<file path="config.mk">
export PLATFORM = sky130hd
export DESIGN_NAME = adder_arbiter_flat
export DESIGN_NICKNAME = d
export VERILOG_FILES = /design/src/rtl/adder_ctrl_pkg.sv /design/src/rtl/adder_arbiter_if.sv /design/src/rtl/adder_arbiter_rr_pick.sv /design/src/rtl/adder_arbiter.sv /design/src/flat_wrapper.sv
export SDC_FILE = /design/constraint.sdc
export NUM_CORES = 1
export LEC_CHECK = 0
export CAP_MARGIN = 20
export CORE_MARGIN = 4
export CORE_UTILIZATION = 48
export CTS_CLUSTER_SIZE = 30
export DETAILED_ROUTE_END_ITERATION = 8
export GPL_TIMING_DRIVEN = 0
export HOLD_SLACK_MARGIN = 0.1
export PLACE_DENSITY = 0.8
export REMOVE_ABC_BUFFERS = 1
export SYNTH_ARGS = -nofsm -noshare
export SYNTH_HDL_FRONTEND = slang
export SYNTH_SLANG_ARGS = --single-unit
</file>
<file path="constraint.sdc">
create_clock -name clk -period 2.7 [get_ports clk]
set_input_delay 0.27 -clock clk [delete_from_list [all_inputs] [get_ports clk]]
set_output_delay 0.27 -clock clk [all_outputs]
set_load 0.01 [all_outputs]
</file>
<file path="src/rtl/adder_ctrl_pkg.sv">
// Shared encodings and width helper for the adder round-robin controller.
package adder_ctrl_pkg;

  localparam logic [1:0] S_IDLE = 2'd0;
  localparam logic [1:0] S_BUSY = 2'd1;
  localparam logic [1:0] S_RESP = 2'd2;

  typedef enum logic [1:0] {
    ST_IDLE = S_IDLE,
    ST_BUSY = S_BUSY,
    ST_RESP = S_RESP
  } state_t;

  function automatic int clog2(input int value);
    int r;
    r = 0;
    while ((1 << r) < value) r++;
    return r;
  endfunction

endpackage

</file>
<file path="src/rtl/adder_arbiter_if.sv">
// Client request/response bus plus the adder handshake seen by the arbiter.
interface adder_arbiter_if #(
  parameter int N_REQ = 4,
  parameter int WIDTH = 3
);
  import adder_ctrl_pkg::*;

  localparam int IW = clog2(N_REQ);

  logic [N_REQ-1:0]       req;
  logic [N_REQ*WIDTH-1:0] req_a;
  logic [N_REQ*WIDTH-1:0] req_b;
  logic [N_REQ-1:0]       gnt;
  logic                   rsp_valid;
  logic [IW-1:0]          rsp_id;
  logic [WIDTH:0]         rsp_sum;
  logic                   rsp_err;
  logic                   add_en;
  logic [WIDTH-1:0]       add_a;
  logic [WIDTH-1:0]       add_b;
  logic [WIDTH:0]         add_out;
  logic                   add_done;

  // master is the arbiter; slave is the client/adder side
  modport master (
    input  req, req_a, req_b, add_out, add_done,
    output gnt, rsp_valid, rsp_id, rsp_sum, rsp_err, add_en, add_a, add_b
  );

  modport slave (
    output req, req_a, req_b, add_out, add_done,
    input  gnt, rsp_valid, rsp_id, rsp_sum, rsp_err, add_en, add_a, add_b
  );

endinterface

</file>
<file path="src/rtl/adder_arbiter_rr_pick.sv">
// Combinational round-robin pick: first set request at or after the pointer, wrapping.
module rr_pick
  import adder_ctrl_pkg::*;
#(
  parameter int N_REQ = 4,
  parameter int IW    = clog2(N_REQ)
) (
  input  logic [N_REQ-1:0] i_req,
  input  logic [IW-1:0]    i_ptr,
  output logic [N_REQ-1:0] o_onehot,
  output logic [IW-1:0]    o_idx,
  output logic             o_any
);

  logic [IW-1:0] w_pos;

  always_comb begin
    o_onehot = '0;
    o_idx    = '0;
    o_any    = 1'b0;
    w_pos    = '0;
    // Scan furthest to nearest so the last hit is the closest one at/after the pointer.
    for (int k = N_REQ - 1; k >= 0; k--) begin
      w_pos = IW'((int'(i_ptr) + k) % N_REQ);
      if (i_req[w_pos]) begin
        o_onehot        = '0;
        o_onehot[w_pos] = 1'b1;
        o_idx           = w_pos;
        o_any           = 1'b1;
      end
    end
  end

endmodule

</file>
<file path="src/rtl/adder_arbiter.sv">
// Shares one multi-cycle adder among N_REQ requesters in round-robin order,
// returning each sum tagged with its requester id, or an error on adder timeout.
module adder_arbiter
  import adder_ctrl_pkg::*;
#(
  parameter int N_REQ    = 4,
  parameter int WIDTH    = 3,
  parameter int MAX_WAIT = 15
) (
  input  logic clk,
  input  logic rst_n,
  adder_arbiter_if.master bus
);

  localparam int IW = clog2(N_REQ);
  localparam int CW = clog2(MAX_WAIT + 1);

  state_t           r_state;
  logic [IW-1:0]    r_ptr;
  logic [IW-1:0]    r_id;
  logic [WIDTH-1:0] r_a;
  logic [WIDTH-1:0] r_b;
  logic [CW-1:0]    r_cnt;
  logic [N_REQ-1:0] r_gnt;
  logic             r_rsp_valid;
  logic             r_rsp_err;
  logic [WIDTH:0]   r_sum;
  logic             r_add_en;

  logic [N_REQ-1:0] w_onehot;
  logic [IW-1:0]    w_idx;
  logic             w_any;
  logic [WIDTH-1:0] w_a [N_REQ];
  logic [WIDTH-1:0] w_b [N_REQ];

  for (genvar gi = 0; gi < N_REQ; gi++) begin : g_unpack
    assign w_a[gi] = bus.req_a[gi*WIDTH +: WIDTH];
    assign w_b[gi] = bus.req_b[gi*WIDTH +: WIDTH];
  end

  rr_pick #(.N_REQ(N_REQ)) u_pick (
    .i_req    (bus.req),
    .i_ptr    (r_ptr),
    .o_onehot (w_onehot),
    .o_idx    (w_idx),
    .o_any    (w_any)
  );

  always_ff @(posedge clk or negedge rst_n) begin
    if (!rst_n) begin
      r_state     <= ST_IDLE;
      r_ptr       <= '0;
      r_id        <= '0;
      r_a         <= '0;
      r_b         <= '0;
      r_cnt       <= '0;
      r_gnt       <= '0;
      r_rsp_valid <= 1'b0;
      r_rsp_err   <= 1'b0;
      r_sum       <= '0;
      r_add_en    <= 1'b0;
    end else begin
      r_gnt       <= '0;
      r_rsp_valid <= 1'b0;
      case (r_state)
        ST_IDLE: begin
          if (w_any) begin
            r_id     <= w_idx;
            r_a      <= w_a[w_idx];
            r_b      <= w_b[w_idx];
            r_gnt    <= w_onehot;
            r_add_en <= 1'b1;
            r_cnt    <= '0;
            r_ptr    <= (w_idx == IW'(N_REQ - 1)) ? '0 : w_idx + 1'b1;
            r_state  <= ST_BUSY;
          end
        end
        ST_BUSY: begin
          // A done that coincides with the last allowed cycle still wins over the timeout.
          if (bus.add_done) begin
            r_sum       <= bus.add_out;
            r_rsp_err   <= 1'b0;
            r_rsp_valid <= 1'b1;
            r_add_en    <= 1'b0;
            r_state     <= ST_RESP;
          end else if (r_cnt == CW'(MAX_WAIT)) begin
            r_sum       <= '0;
            r_rsp_err   <= 1'b1;
            r_rsp_valid <= 1'b1;
            r_add_en    <= 1'b0;
            r_state     <= ST_RESP;
          end else begin
            r_cnt <= r_cnt + 1'b1;
          end
        end
        ST_RESP: begin
          r_sum     <= '0;
          r_rsp_err <= 1'b0;
          r_id      <= '0;
          r_state   <= ST_IDLE;
        end
        default: r_state <= ST_IDLE;
      endcase
    end
  end

  assign bus.gnt       = r_gnt;
  assign bus.rsp_valid = r_rsp_valid;
  assign bus.rsp_id    = r_id;
  assign bus.rsp_sum   = r_sum;
  assign bus.rsp_err   = r_rsp_err;
  assign bus.add_en    = r_add_en;
  assign bus.add_a     = r_a;
  assign bus.add_b     = r_b;

endmodule

</file>
<file path="src/flat_wrapper.sv">
// flat-port wrapper written by rule: the top's interface ports become plain ports
module adder_arbiter_flat import adder_ctrl_pkg::*;
#(
  parameter int N_REQ    = 4,
  parameter int WIDTH    = 3,
  parameter int MAX_WAIT = 15
)
  (clk, rst_n, bus_req, bus_req_a, bus_req_b, bus_add_out, bus_add_done, bus_gnt, bus_rsp_valid, bus_rsp_id, bus_rsp_sum, bus_rsp_err, bus_add_en, bus_add_a, bus_add_b);
  adder_arbiter_if #(.N_REQ(N_REQ), .WIDTH(WIDTH)) bus_i ();
  input  logic clk;
  input  logic rst_n;
  input wire logic [$bits(bus_i.req)-1:0] bus_req;
  input wire logic [$bits(bus_i.req_a)-1:0] bus_req_a;
  input wire logic [$bits(bus_i.req_b)-1:0] bus_req_b;
  input wire logic [$bits(bus_i.add_out)-1:0] bus_add_out;
  input wire logic [$bits(bus_i.add_done)-1:0] bus_add_done;
  output wire logic [$bits(bus_i.gnt)-1:0] bus_gnt;
  output wire logic [$bits(bus_i.rsp_valid)-1:0] bus_rsp_valid;
  output wire logic [$bits(bus_i.rsp_id)-1:0] bus_rsp_id;
  output wire logic [$bits(bus_i.rsp_sum)-1:0] bus_rsp_sum;
  output wire logic [$bits(bus_i.rsp_err)-1:0] bus_rsp_err;
  output wire logic [$bits(bus_i.add_en)-1:0] bus_add_en;
  output wire logic [$bits(bus_i.add_a)-1:0] bus_add_a;
  output wire logic [$bits(bus_i.add_b)-1:0] bus_add_b;
  assign bus_i.req = bus_req;
  assign bus_i.req_a = bus_req_a;
  assign bus_i.req_b = bus_req_b;
  assign bus_i.add_out = bus_add_out;
  assign bus_i.add_done = bus_add_done;
  assign bus_gnt = bus_i.gnt;
  assign bus_rsp_valid = bus_i.rsp_valid;
  assign bus_rsp_id = bus_i.rsp_id;
  assign bus_rsp_sum = bus_i.rsp_sum;
  assign bus_rsp_err = bus_i.rsp_err;
  assign bus_add_en = bus_i.add_en;
  assign bus_add_a = bus_i.add_a;
  assign bus_add_b = bus_i.add_b;
  adder_arbiter #(.N_REQ(N_REQ), .WIDTH(WIDTH), .MAX_WAIT(MAX_WAIT)) u_core (.clk(clk), .rst_n(rst_n), .bus(bus_i));
endmodule
</file>
==> results of run 1 <==
[final cells by class]
class / count / area, um2 / area share
tap: 48 / 60.1 / 0.0228
multi-input combinational: 150 / 1170 / 0.445
clock buffer: 3 / 41.3 / 0.0157
timing repair buffer: 65 / 653 / 0.248
sequential: 27 / 681 / 0.259
clock inverter: 1 / 5.00 / 0.00190
inverter: 5 / 18.8 / 0.00714
[cell usage in the layout (no fill, tap or decap), drive strengths merged, types with 2 or more instances in the layout]
cell	n
a22oi	3
clkdlybuf4s50	53
o31ai	2
mux4	2
ha	13
clkbuf	3
buf	12
nand2	25
and2	3
a221o	4
a221oi	6
mux2i	21
a211oi	3
o21ai	14
a22o	3
inv	5
o211ai	4
a21oi	5
mux2	7
nor2b	4
nor2	20
dfrtp	27
[repair_timing]
item / in CTS / in global routing
hold buffers: 0 / 0
pin swaps: 1 / 0
gates resized for setup: 3 / 1
endpoints found under the setup margin: 9 / 9
buffers inserted: 2 / 8
[state kept, by name (all words and copies together), names as in the netlist]
register,cells
u_core.bus.rsp_id,2
u_core.bus.rsp_valid,1
u_core.bus.gnt,4
u_core.bus.add_en,1
u_core.r_ptr,2
u_core.bus.rsp_err,1
u_core.r_cnt,4
u_core.bus.add_b,3
u_core.bus.rsp_sum,4
u_core.r_state,2
u_core.bus.add_a,3
[Yosys cell counts, drive strengths merged]
cell type	count
nand4b	1
nand2	25
nand4	1
a22o	3
and2	3
mux4	2
o31ai	2
o22ai	1
mux2i	21
nor2	20
or2b	1
nor4	1
a221oi	6
nand2b	1
a31oi	1
ha	13
nor2b	4
o21ai	14
a211oi	3
clkbuf	8
mux2	7
buf	7
o221ai	1
nand3b	1
a21oi	5
a221o	4
xor2	1
inv	5
a22oi	3
dfrtp	27
a2111oi	1
o211ai	4
[power by group through the flow]
stage / clock network (mW) / logic, mW / registers [mW]
floorplan: 0 / 1.05 / 0.747
global placement: 0 / 1.56 / 0.709
detailed placement: 0 / 1.61 / 0.718
CTS: 0.248 / 1.68 / 0.712
global route: 0.257 / 1.99 / 0.707
finish: 0.239 / 1.80 / 0.684
[critical path: cells and delay by family, from the launching register on]
family / cells / cell delay, ps
and+or+nand+nor: 1 / 70
buffers and inverters: 2 / 380
muxes: 2 / 480
AOI/OAI and AO/OA: 2 / 590
adders and majority gates: 1 / 330
DFF: 1 / 520
[layer usage]
| metal | up-vias | share of wire | global-route usage |
|---|---|---|---|
| li1 | 821 | - | - |
| met2 | 52 | 0.46 | 0.293 |
| met3 | 6 | 0.083 | 0.0393 |
| met4 | 0 | 0.0097 | 0.0438 |
| met1 | 787 | 0.45 | 0.247 |
| met5 | - | 0 | 0 |
[path summary, 6_finish.rpt]
path                                         start                   to  cells past startpoint
worst min register to register  u_core.bus.rsp_err   u_core.bus.rsp_err                      2
worst min-delay path                         rst_n  u_core.bus.add_a[0]                      1
worst max-delay path               u_core.r_ptr[0]  u_core.bus.add_b[2]                      8
worst max register to register     u_core.r_ptr[0]  u_core.bus.add_b[2]                      8
min in group clk                u_core.bus.rsp_err   u_core.bus.rsp_err                      2
max in group asynchronous                    rst_n      u_core.r_ptr[0]                      2
[cells by family (layout without fill, tap and decap cells)]
logic type               count (synthesis)  after routing
XOR/XNOR                                 1              1
adder cells (fa/ha/maj)                 13             13
AND/OR/NAND/NOR                         58             58
AO/OA/AOI/OAI                           48             48
flip-flops                              27             27
buffers and inverters                   20             74
multiplexers                            30             30
[per-stage QoR]
stage	setup slack [ps]	hold slack [ps]	TNS, ps
2_1_floorplan	122	-25.6	0
3_3_place_gp	-528	460	-7360
3_5_place_dp	-308	465	-1930
4_1_cts	39.8	363	0
5_1_grt	53.4	385	0
6_report	223	349	0
==> out/metrics.csv, run 1 <==
stage,metric,value,unit
detailed_routing,wire_per_inst,15.2,um
power,internal_power,1.58,mW
power,power_frac_comb,0.661,
sta,report.final.setup_viol,0,
setup_path,worst-path-max-fanout,13,
synth,synth-adder-area-share,0.0839,
layout,final_layout_size_suffix_gt1_frac,0.143,
synth,synthSimpleGateAreaFrac,0.136,
sta,timing.final.crit_share,0.918,
placed_design,dp.cells,285,
hold_path,worstHoldPathType,in2async,
clock_network,max-clock-path-buffers,2,
synth,synth_mux_area_frac,0.178,
power,p_leak,1.14,nW
synth,ys_types,43,
clock_network,cts_made_buffers,3,
power,p_sw_frac,0.418,
global_routing,track_usage,0.181,
floorplanning,rows,22,
global_routing,grt_max_degree,19,
setup_path,crit_chain,inv_1 > ha_2 > mux2_2 > a211oi_2 > nor2_4 > buf_12 > mux2i_1 > a221oi_1,
sta,finalCriticalPeriod,2480,ps
sta,worst_pin_slew,698,ps
setup_path,path_class,reg2reg,
power,power.switching,1.14,mW
synth,synth_area_leader_cell,dfrtp_1,
run,cap_viol_max_count,0,
synth,syn_area,1940,um2
power,powerDensity,1030,nW/um2
sta,fin_skew,2.71,ps
clock_network,clock_latency,280,ps
placed_design,gp_congestion,0.797,
synth,synth_top_family_by_area,compound AO/OA/AOI/OAI gates,
global_routing,antenna_found_initial,0,
setup_path,worst_setup_path_start_kind,flop,
layout,fillers,298,
synth,synth_area_leaders,"dfrtp_1, mux2i_1, ha_1",
synth,syn_inst,197,
detailed_routing,drc_errors,0,
floorplanning,fp.dieH,71.5,um
sta,rsz0062_at_grt,no,
detailed_routing,vias_per_cell,5.57,
power,p_total,2.72,mW
floorplanning,start_util,0.514,
setup_path,slowest_delay,520,ps
clock_network,root_buffer,clkbuf_8,
clock_network,cts_tree,yes,
layout,syn_to_final_growth,35.7,%
placed_design,port_buffers,53,
floorplanning,fp.dieArea,5120,um2
global_routing,grt_pass1_wl,7650,um
placed_design,place_area,2490,um2
layout,nets,300,
sta,max_freq,0.404,GHz
detailed_routing,drt_first_pass_iters,4,
layout,final_core_util,0.697,
synth,syn_area_per_cell,9.84,um2
power,pwr-share-clk,0.088,
setup_path,cp.arrival,2650,ps
layout,fin_cells,299,
synth,synth_top_area_share,0.349,
power,power_frac_seq,0.251,
sta,drv_slew,0,
detailed_routing,drt_iter0_drc,53,
detailed_routing,via_count,1666,
setup_path,critPathCaptureType,flop,
floorplanning,core-area,3770,um2
setup_path,reg2reg_slack,220,ps
floorplanning,die_w,71.5,um
clock_network,clock-sinks,27,
detailed_routing,wl,4550,um
synth,synth_warnings,0,
synth,synth_seq_cells,27,
clock_network,clk_pin_slew_worst_paths,100,ps
power,ir_worst_vdd,0.537,mV
global_routing,grt_pass1_vias,1579,
setup_path,slowest_stage,dfrtp_4,
layout,design_area,2630,um2
placed_design,place_hpwl,3370,um
synth,synth_seq_area_share,0.349,
sta,slew_headroom,0.534,
floorplanning,io_pins,54,
layout,diodes,0,
setup_path,cp.required,2880,ps
run_status,status,"complete, no violations",
sta,finalHoldViolCount,0,
synth,synth-compound-area-share,0.198,
clock_network,ctsHtreeMaxLevel,1,
synth,synth-xor-area-share,0.00452,
global_routing,overflow,0,
detailed_routing,drt.antenna.violating_nets,0,
Note: power is estimated with default switching activity, not from simulation.
==> run 2, diff against run 1 <==
--- a/config.mk
+++ b/config.mk
@@ -14,6 +14,8 @@
 export HOLD_SLACK_MARGIN = 0.1
 export PLACE_DENSITY = 0.8
 export REMOVE_ABC_BUFFERS = 1
+export SLEW_MARGIN = 5
 export SYNTH_ARGS = -nofsm -noshare
 export SYNTH_HDL_FRONTEND = slang
 export SYNTH_SLANG_ARGS = --single-unit
+export TNS_END_PERCENT = 100
==> results of run 2 <==
Final layout, timing and power as in run 1 (identical DEF).
